==> config.mk <==
export PLATFORM = sky130hd
export DESIGN_NAME = lemming_sched_flat
export DESIGN_NICKNAME = d
export VERILOG_FILES = /design/src/rtl/lemming_sched_if.sv /design/src/rtl/lemming_sched.sv /design/src/flat_wrapper.sv
export SDC_FILE = /design/constraint.sdc
export NUM_CORES = 1
export LEC_CHECK = 0
export CAP_MARGIN = 20
export CORE_ASPECT_RATIO = 0.7
export CORE_MARGIN = 5
export CORE_UTILIZATION = 35
export DETAILED_ROUTE_END_ITERATION = 8
export HOLD_SLACK_MARGIN = 0.12
export PLACE_DENSITY = 0.66
export SLEW_MARGIN = 20
export SYNTH_ARGS = -nofsm -noshare
export SYNTH_HDL_FRONTEND = slang
export SYNTH_SLANG_ARGS = --single-unit
export TNS_END_PERCENT = 1
==> constraint.sdc <==
create_clock -name clk -period 4.8 [get_ports clk]
set_input_delay 0.96 -clock clk [delete_from_list [all_inputs] [get_ports clk]]
set_output_delay 0.96 -clock clk [all_outputs]
set_load 0.02 [all_outputs]
==> src/rtl/lemming_sched_if.sv <==
// lemming_sched_if: level-map inputs, per-lemming status vectors and grant report for lemming_sched
//   ground/bump_left/bump_right/dig : per-lemming levels from the environment (N bits each)
//   walk_left/walk_right/aaah/digging/splat : per-lemming status decoded from registered state
//   gnt_vld/gnt_idx : which lemming (if any) committed on the last edge
interface lemming_sched_if #(parameter int N = 4);
  logic [N-1:0] ground;
  logic [N-1:0] bump_left;
  logic [N-1:0] bump_right;
  logic [N-1:0] dig;
  logic [N-1:0] walk_left;
  logic [N-1:0] walk_right;
  logic [N-1:0] aaah;
  logic [N-1:0] digging;
  logic [N-1:0] splat;
  logic gnt_vld;
  logic [$clog2(N)-1:0] gnt_idx;
  modport master (
    output ground, bump_left, bump_right, dig,
    input  walk_left, walk_right, aaah, digging, splat, gnt_vld, gnt_idx
  );
  modport slave (
    input  ground, bump_left, bump_right, dig,
    output walk_left, walk_right, aaah, digging, splat, gnt_vld, gnt_idx
  );
endinterface

==> src/rtl/lemming_sched.sv <==
// lemming_sched: N walker FSMs sharing one round-robin next-state commit path
//   clk    : rising-edge clock
//   areset : asynchronous active-high reset (all lemmings WALK_L, counters/pointer cleared)
//   bus    : slave side of lemming_sched_if (level inputs in, status vectors and grant out)
module lemming_sched #(
  parameter int N = 4,
  parameter int SPLAT_CYCLES = 20,
  parameter int CNT_W = 5
) (
  input logic clk,
  input logic areset,
  lemming_sched_if.slave bus
);
  localparam int IW = $clog2(N);
  typedef enum logic [2:0] {WALK_L, WALK_R, FALL_L, FALL_R, DIG_L, DIG_R, SPLAT} st_e;
  st_e state_q [N];
  st_e state_d [N];
  st_e cand [N];
  logic [CNT_W-1:0] cnt_q [N];
  logic [CNT_W-1:0] cnt_d [N];
  logic [N-1:0] req;
  logic [IW-1:0] ptr_q, ptr_d, gnt_idx_q, gnt_idx_d, k;
  logic gnt_vld_q, gnt_vld_d, any;
  function automatic logic [IW-1:0] rot(input logic [IW-1:0] p, input int j);
    return IW'((int'(p) + j) % N);
  endfunction
  always_comb begin
    for (int i = 0; i < N; i++) begin
      cand[i] = state_q[i];
      case (state_q[i])
        WALK_L: cand[i] = !bus.ground[i] ? FALL_L : bus.dig[i] ? DIG_L : bus.bump_left[i] ? WALK_R : WALK_L;
        WALK_R: cand[i] = !bus.ground[i] ? FALL_R : bus.dig[i] ? DIG_R : bus.bump_right[i] ? WALK_L : WALK_R;
        FALL_L: cand[i] = bus.ground[i] ? (int'(cnt_q[i]) >= SPLAT_CYCLES ? SPLAT : WALK_L) : FALL_L;
        FALL_R: cand[i] = bus.ground[i] ? (int'(cnt_q[i]) >= SPLAT_CYCLES ? SPLAT : WALK_R) : FALL_R;
        DIG_L:  cand[i] = !bus.ground[i] ? FALL_L : DIG_L;
        DIG_R:  cand[i] = !bus.ground[i] ? FALL_R : DIG_R;
        default: cand[i] = state_q[i];
      endcase
      req[i] = cand[i] != state_q[i];
    end
  end
  // Descending scan so the last hit is the first requester at or after ptr.
  always_comb begin
    k = ptr_q;
    for (int j = N - 1; j >= 0; j--)
      if (req[rot(ptr_q, j)]) k = rot(ptr_q, j);
    any = |req;
  end
  always_comb begin
    for (int i = 0; i < N; i++) begin
      state_d[i] = (any && k == IW'(i)) ? cand[i] : state_q[i];
      // In-fall state before the edge: entry edge loads 0, each later edge counts.
      cnt_d[i] = (state_q[i] == FALL_L || state_q[i] == FALL_R) ? (&cnt_q[i] ? cnt_q[i] : cnt_q[i] + 1'b1) : '0;
    end
    ptr_d = any ? rot(k, 1) : ptr_q;
    gnt_vld_d = any;
    gnt_idx_d = any ? k : gnt_idx_q;
  end
  always_ff @(posedge clk or posedge areset) begin
    if (areset) begin
      for (int i = 0; i < N; i++) begin
        state_q[i] <= WALK_L;
        cnt_q[i] <= '0;
      end
      ptr_q <= '0;
      gnt_vld_q <= 1'b0;
      gnt_idx_q <= '0;
    end else begin
      for (int i = 0; i < N; i++) begin
        state_q[i] <= state_d[i];
        cnt_q[i] <= cnt_d[i];
      end
      ptr_q <= ptr_d;
      gnt_vld_q <= gnt_vld_d;
      gnt_idx_q <= gnt_idx_d;
    end
  end
  always_comb begin
    bus.walk_left = '0;
    bus.walk_right = '0;
    bus.aaah = '0;
    bus.digging = '0;
    bus.splat = '0;
    for (int i = 0; i < N; i++) begin
      bus.walk_left[i] = state_q[i] == WALK_L;
      bus.walk_right[i] = state_q[i] == WALK_R;
      bus.aaah[i] = state_q[i] == FALL_L || state_q[i] == FALL_R;
      bus.digging[i] = state_q[i] == DIG_L || state_q[i] == DIG_R;
      bus.splat[i] = state_q[i] == SPLAT;
    end
  end
  assign bus.gnt_vld = gnt_vld_q;
  assign bus.gnt_idx = gnt_idx_q;
endmodule

==> src/flat_wrapper.sv <==
// flat-port wrapper written by rule: the top's interface ports become plain ports
module lemming_sched_flat 
#(
  parameter int N = 4,
  parameter int SPLAT_CYCLES = 20,
  parameter int CNT_W = 5
)
  (clk, areset, bus_ground, bus_bump_left, bus_bump_right, bus_dig, bus_walk_left, bus_walk_right, bus_aaah, bus_digging, bus_splat, bus_gnt_vld, bus_gnt_idx);
  lemming_sched_if #(.N(N)) bus_i ();
  input logic clk;
  input logic areset;
  input wire logic [$bits(bus_i.ground)-1:0] bus_ground;
  input wire logic [$bits(bus_i.bump_left)-1:0] bus_bump_left;
  input wire logic [$bits(bus_i.bump_right)-1:0] bus_bump_right;
  input wire logic [$bits(bus_i.dig)-1:0] bus_dig;
  output wire logic [$bits(bus_i.walk_left)-1:0] bus_walk_left;
  output wire logic [$bits(bus_i.walk_right)-1:0] bus_walk_right;
  output wire logic [$bits(bus_i.aaah)-1:0] bus_aaah;
  output wire logic [$bits(bus_i.digging)-1:0] bus_digging;
  output wire logic [$bits(bus_i.splat)-1:0] bus_splat;
  output wire logic [$bits(bus_i.gnt_vld)-1:0] bus_gnt_vld;
  output wire logic [$bits(bus_i.gnt_idx)-1:0] bus_gnt_idx;
  assign bus_i.ground = bus_ground;
  assign bus_i.bump_left = bus_bump_left;
  assign bus_i.bump_right = bus_bump_right;
  assign bus_i.dig = bus_dig;
  assign bus_walk_left = bus_i.walk_left;
  assign bus_walk_right = bus_i.walk_right;
  assign bus_aaah = bus_i.aaah;
  assign bus_digging = bus_i.digging;
  assign bus_splat = bus_i.splat;
  assign bus_gnt_vld = bus_i.gnt_vld;
  assign bus_gnt_idx = bus_i.gnt_idx;
  lemming_sched #(.N(N), .SPLAT_CYCLES(SPLAT_CYCLES), .CNT_W(CNT_W)) u_core (.clk(clk), .areset(areset), .bus(bus_i));
endmodule
==> results.json <==
{
  "slew_viol_final": 0,
  "peakVddDrop_v": 0.0003100,
  "leakage_uw": 0.001337,
  "insertion_delay_ns": 0.29,
  "grt_pass1_wl_mm": 8.907,
  "via_per_inst": 4.990,
  "cts-root-buf": "clkbuf_8",
  "whs_path_depth": 2,
  "synth_area_per_cell_sq_um": 9.415,
  "dp_hpwl_mm": 3.801,
  "relSlewSlack": 0.6650,
  "coreArea_sq_um": 6819,
  "worstSetupEndpointType": "flip-flop",
  "drc": 0,
  "ios": 41,
  "num_rows": 25,
  "power_density_nw_per_um2": 575.2,
  "drive_gt1_frac": 0.07616,
  "start_util": 0.3631,
  "reg2reg_depth": 8,
  "vias": 1976,
  "hold_violations": 0,
  "path_clk_slew_ns": 0.08,
  "place_ws_ns": 1.130,
  "worstHoldStart": "u_core.bus.gnt_idx[1]$_DFFE_PP0P_",
  "grt_pass1_vias": 1833,
  "dr.pass1.iters": 4,
  "synth_edf_count": 0,
  "portBuffers": 40,
  "r2r_end": "u_core.state_q[0]$_DFFE_PP0P_",
  "clk_path_buf_depth": 2,
  "syn_nets": 297,
  "diodes": 0,
  "htreeDepth": 2,
  "die_x_microns": 110.5,
  "r2r-start": "u_core.state_q[4]$_DFFE_PP0P_",
  "cts_setup_buffers": 0,
  "async_reset_ff_frac": 1.000,
  "rsz0062_at_grt": "no",
  "min_period_ns": 3.388,
  "synth_cells": 263,
  "syn_area_sq_um": 2476,
  "cts.repair.resized": 0,
  "clock_skew_ns": 0.006246,
  "synth_seq_area_share": 0.3739,
  "grt.overflow.total": 0,
  "worst-path-buf-inv": 1,
  "cts_tree": "yes",
  "grt_max_degree": 38,
  "cp.arrival_ns": 3.57,
  "routedWlPerCell_microns": 13.22,
  "max_freq_mhz": 295.2,
  "grt_util_all_layers": 0.1224,
  "cap_violations": 0,
  "fin_nets": 335,
  "status": "finished, final reports clean",
  "required_ns": 4.98,
  "grt_antenna_before_repair": 0,
  "drtAntennaViolNets": 0,
  "tightest_slew_ns": 0.5026,
  "synth_warnings": 0,
  "worstSetupPathType": "in2reg",
  "startpoint_type": "primary input",
  "max_stage_delay_ns": 0.54,
  "drt_wl_total_mm": 5.236,
  "dieArea_sq_um": 8883,
  "syn2layout_area_growth_pct": 22.03,
  "crit_path_top_delay_cell": "clkdlybuf4s50_1",
  "holdCritPathClass": "reg2reg",
  "synth-seq-cells": 37,
  "setup_viol": 0,
  "worst_hold_path.endpoint": "u_core.bus.gnt_idx[1]$_DFFE_PP0P_",
  "cts_sinks": 37,
  "fin_crit_sh": 0.7057,
  "gp_congestion": 0.7785,
  "critPathMaxFanout": 8,
  "cp_top_family": "multiplexers",
  "fin_tns_setup_ns": 0,
  "dr.first_iter.drc_count": 51,
  "layout_setup_ws_ns": 1.412,
  "die_h_microns": 80.37,
  "reg2reg_setup_slack_ns": 2.01,
  "synthFlopType": "dfrtp_1",
  "cts_made_buffers": 5,
  "cts_hold_buf": 0,
  "cp_cell_sequence": "clkdlybuf4s50_1 -> and4bb_2 -> mux2i_1 -> o221a_2 -> o22ai_1 -> mux2_2 -> a21oi_1 -> ha_1 -> nand3_1 -> mux2_1",
  "ys_types": 57
}
## cell usage after synthesis, types with 3 or more instances
| cell type | instances | area share |
|---|---|---|
| and3_1 | 7 | 0.018 |
| xor2_1 | 7 | 0.025 |
| buf_4 | 3 | 0.0091 |
| nor2b_1 | 9 | 0.023 |
| nand4b_1 | 5 | 0.018 |
| clkbuf_1 | 4 | 0.0061 |
| o22ai_1 | 4 | 0.010 |
| dfrtp_1 | 37 | 0.37 |
| xnor2_1 | 4 | 0.014 |
| ha_1 | 16 | 0.081 |
| mux2i_1 | 10 | 0.040 |
| nand2b_1 | 4 | 0.010 |
| nor2_1 | 39 | 0.059 |
| nand3_1 | 8 | 0.016 |
| nand3b_1 | 3 | 0.0091 |
| inv_1 | 21 | 0.032 |
| o21ai_0 | 3 | 0.0061 |
| nand2_1 | 10 | 0.015 |
| nor3_1 | 8 | 0.016 |
| a21oi_1 | 10 | 0.020 |
| o2bb2ai_1 | 5 | 0.018 |
## how the worst max path moves through the flow
stage	to	start	cells past startpoint
2_1_floorplan	u_core.state_q[0]$_DFFE_PP0P_	bus_bump_left[2]	9
3_3_place_gp	u_core.state_q[0]$_DFFE_PP0P_	bus_ground[2]	10
3_5_place_dp	u_core.state_q[0]$_DFFE_PP0P_	bus_bump_left[2]	10
4_1_cts	u_core.state_q[0]$_DFFE_PP0P_	bus_bump_left[2]	10
5_1_grt	u_core.state_q[0]$_DFFE_PP0P_	bus_bump_left[2]	10
6_report	u_core.state_q[0]$_DFFE_PP0P_	bus_ground[2]	10
## through the flow
| step | power (uW) | hold WS (ns) | cells | utilization | instance area (sq um) |
|---|---|---|---|---|---|
| CTS | 1759 | 0.5683 | 396 | 0.4431 | 3022 |
| floorplan | 1234 | 0.5094 | 263 | - | 2476 |
| finish | 1738 | 0.5503 | 396 | 0.4431 | 3022 |
| global placement | 1516 | 0.5321 | 388 | 0.4305 | 2935 |
| global route | 1894 | 0.6033 | 396 | 0.4431 | 3022 |
| detailed placement | 1528 | 0.5491 | 388 | 0.4305 | 2935 |
## state kept, by name (all words and copies together), names as in the netlist
name                cells
u_core.bus.gnt_idx      2
u_core.bus.gnt_vld      1
u_core.cnt_q           20
u_core.ptr_q            2
u_core.state_q         12
## routing by layer
layer	routed length [microns]	up-vias	GRT usage
met5	0	-	0
met4	46	0	0.03690
met3	297	4	0.04292
met2	2142	56	0.1798
met1	2749	917	0.1687
li1	-	999	-
## kinds of logic (layout without fill, tap and decap cells)
family / count (synthesis) / in the layout / share of synthesized area
compound gates: 50 / 50 / 0.1642
xor+xnor: 11 / 11 / 0.03891
fa+ha+maj: 16 / 16 / 0.08085
buf+inv: 32 / 71 / 0.06164
flops: 37 / 37 / 0.3739
mux: 13 / 13 / 0.05407
simple gates: 104 / 104 / 0.2264
## report_power, final
part / switching, uW / internal (uW) / leakage [uW] / total (uW)
sequential: 157 / 412 / 0.000478 / 569
clock: 118 / 100 / 0.0000439 / 218
combinational: 498 / 453 / 0.000815 / 951
## placed cells by master (no fill, tap or decap), types with 3 or more instances in the layout
master	Yosys	layout
nand2b_1	4	4
nor2_1	39	39
o22ai_1	4	4
nor2b_1	9	9
nand4b_1	5	5
mux2i_1	10	10
nand3_1	8	8
xor2_1	7	7
inv_1	21	21
and3_1	7	7
nand3b_1	3	3
a21oi_1	10	10
nand2_1	10	10
dfrtp_1	37	37
clkbuf_8	0	5
xnor2_1	4	4
o2bb2ai_1	5	5
clkdlybuf4s50_1	0	40
o21ai_0	3	3
ha_1	16	16
nor3_1	8	8
## area by class of cell
cell class              count  area (sq um)
clock buffers               5         68.82
clock inverters             3         17.52
fillers                   702          3797
inverters                  21         78.83
multi-input cells         194          1398
flip-flops and latches     37         925.9
well taps                  94         117.6
repair buffers             42         415.4
## tightest hold or removal path: stages (launching register included)
cell and delay, ns:
dfrtp_1 0.35, nor2_1 0.05, a21oi_1 0.11
(Power assumes the default switching activity.)
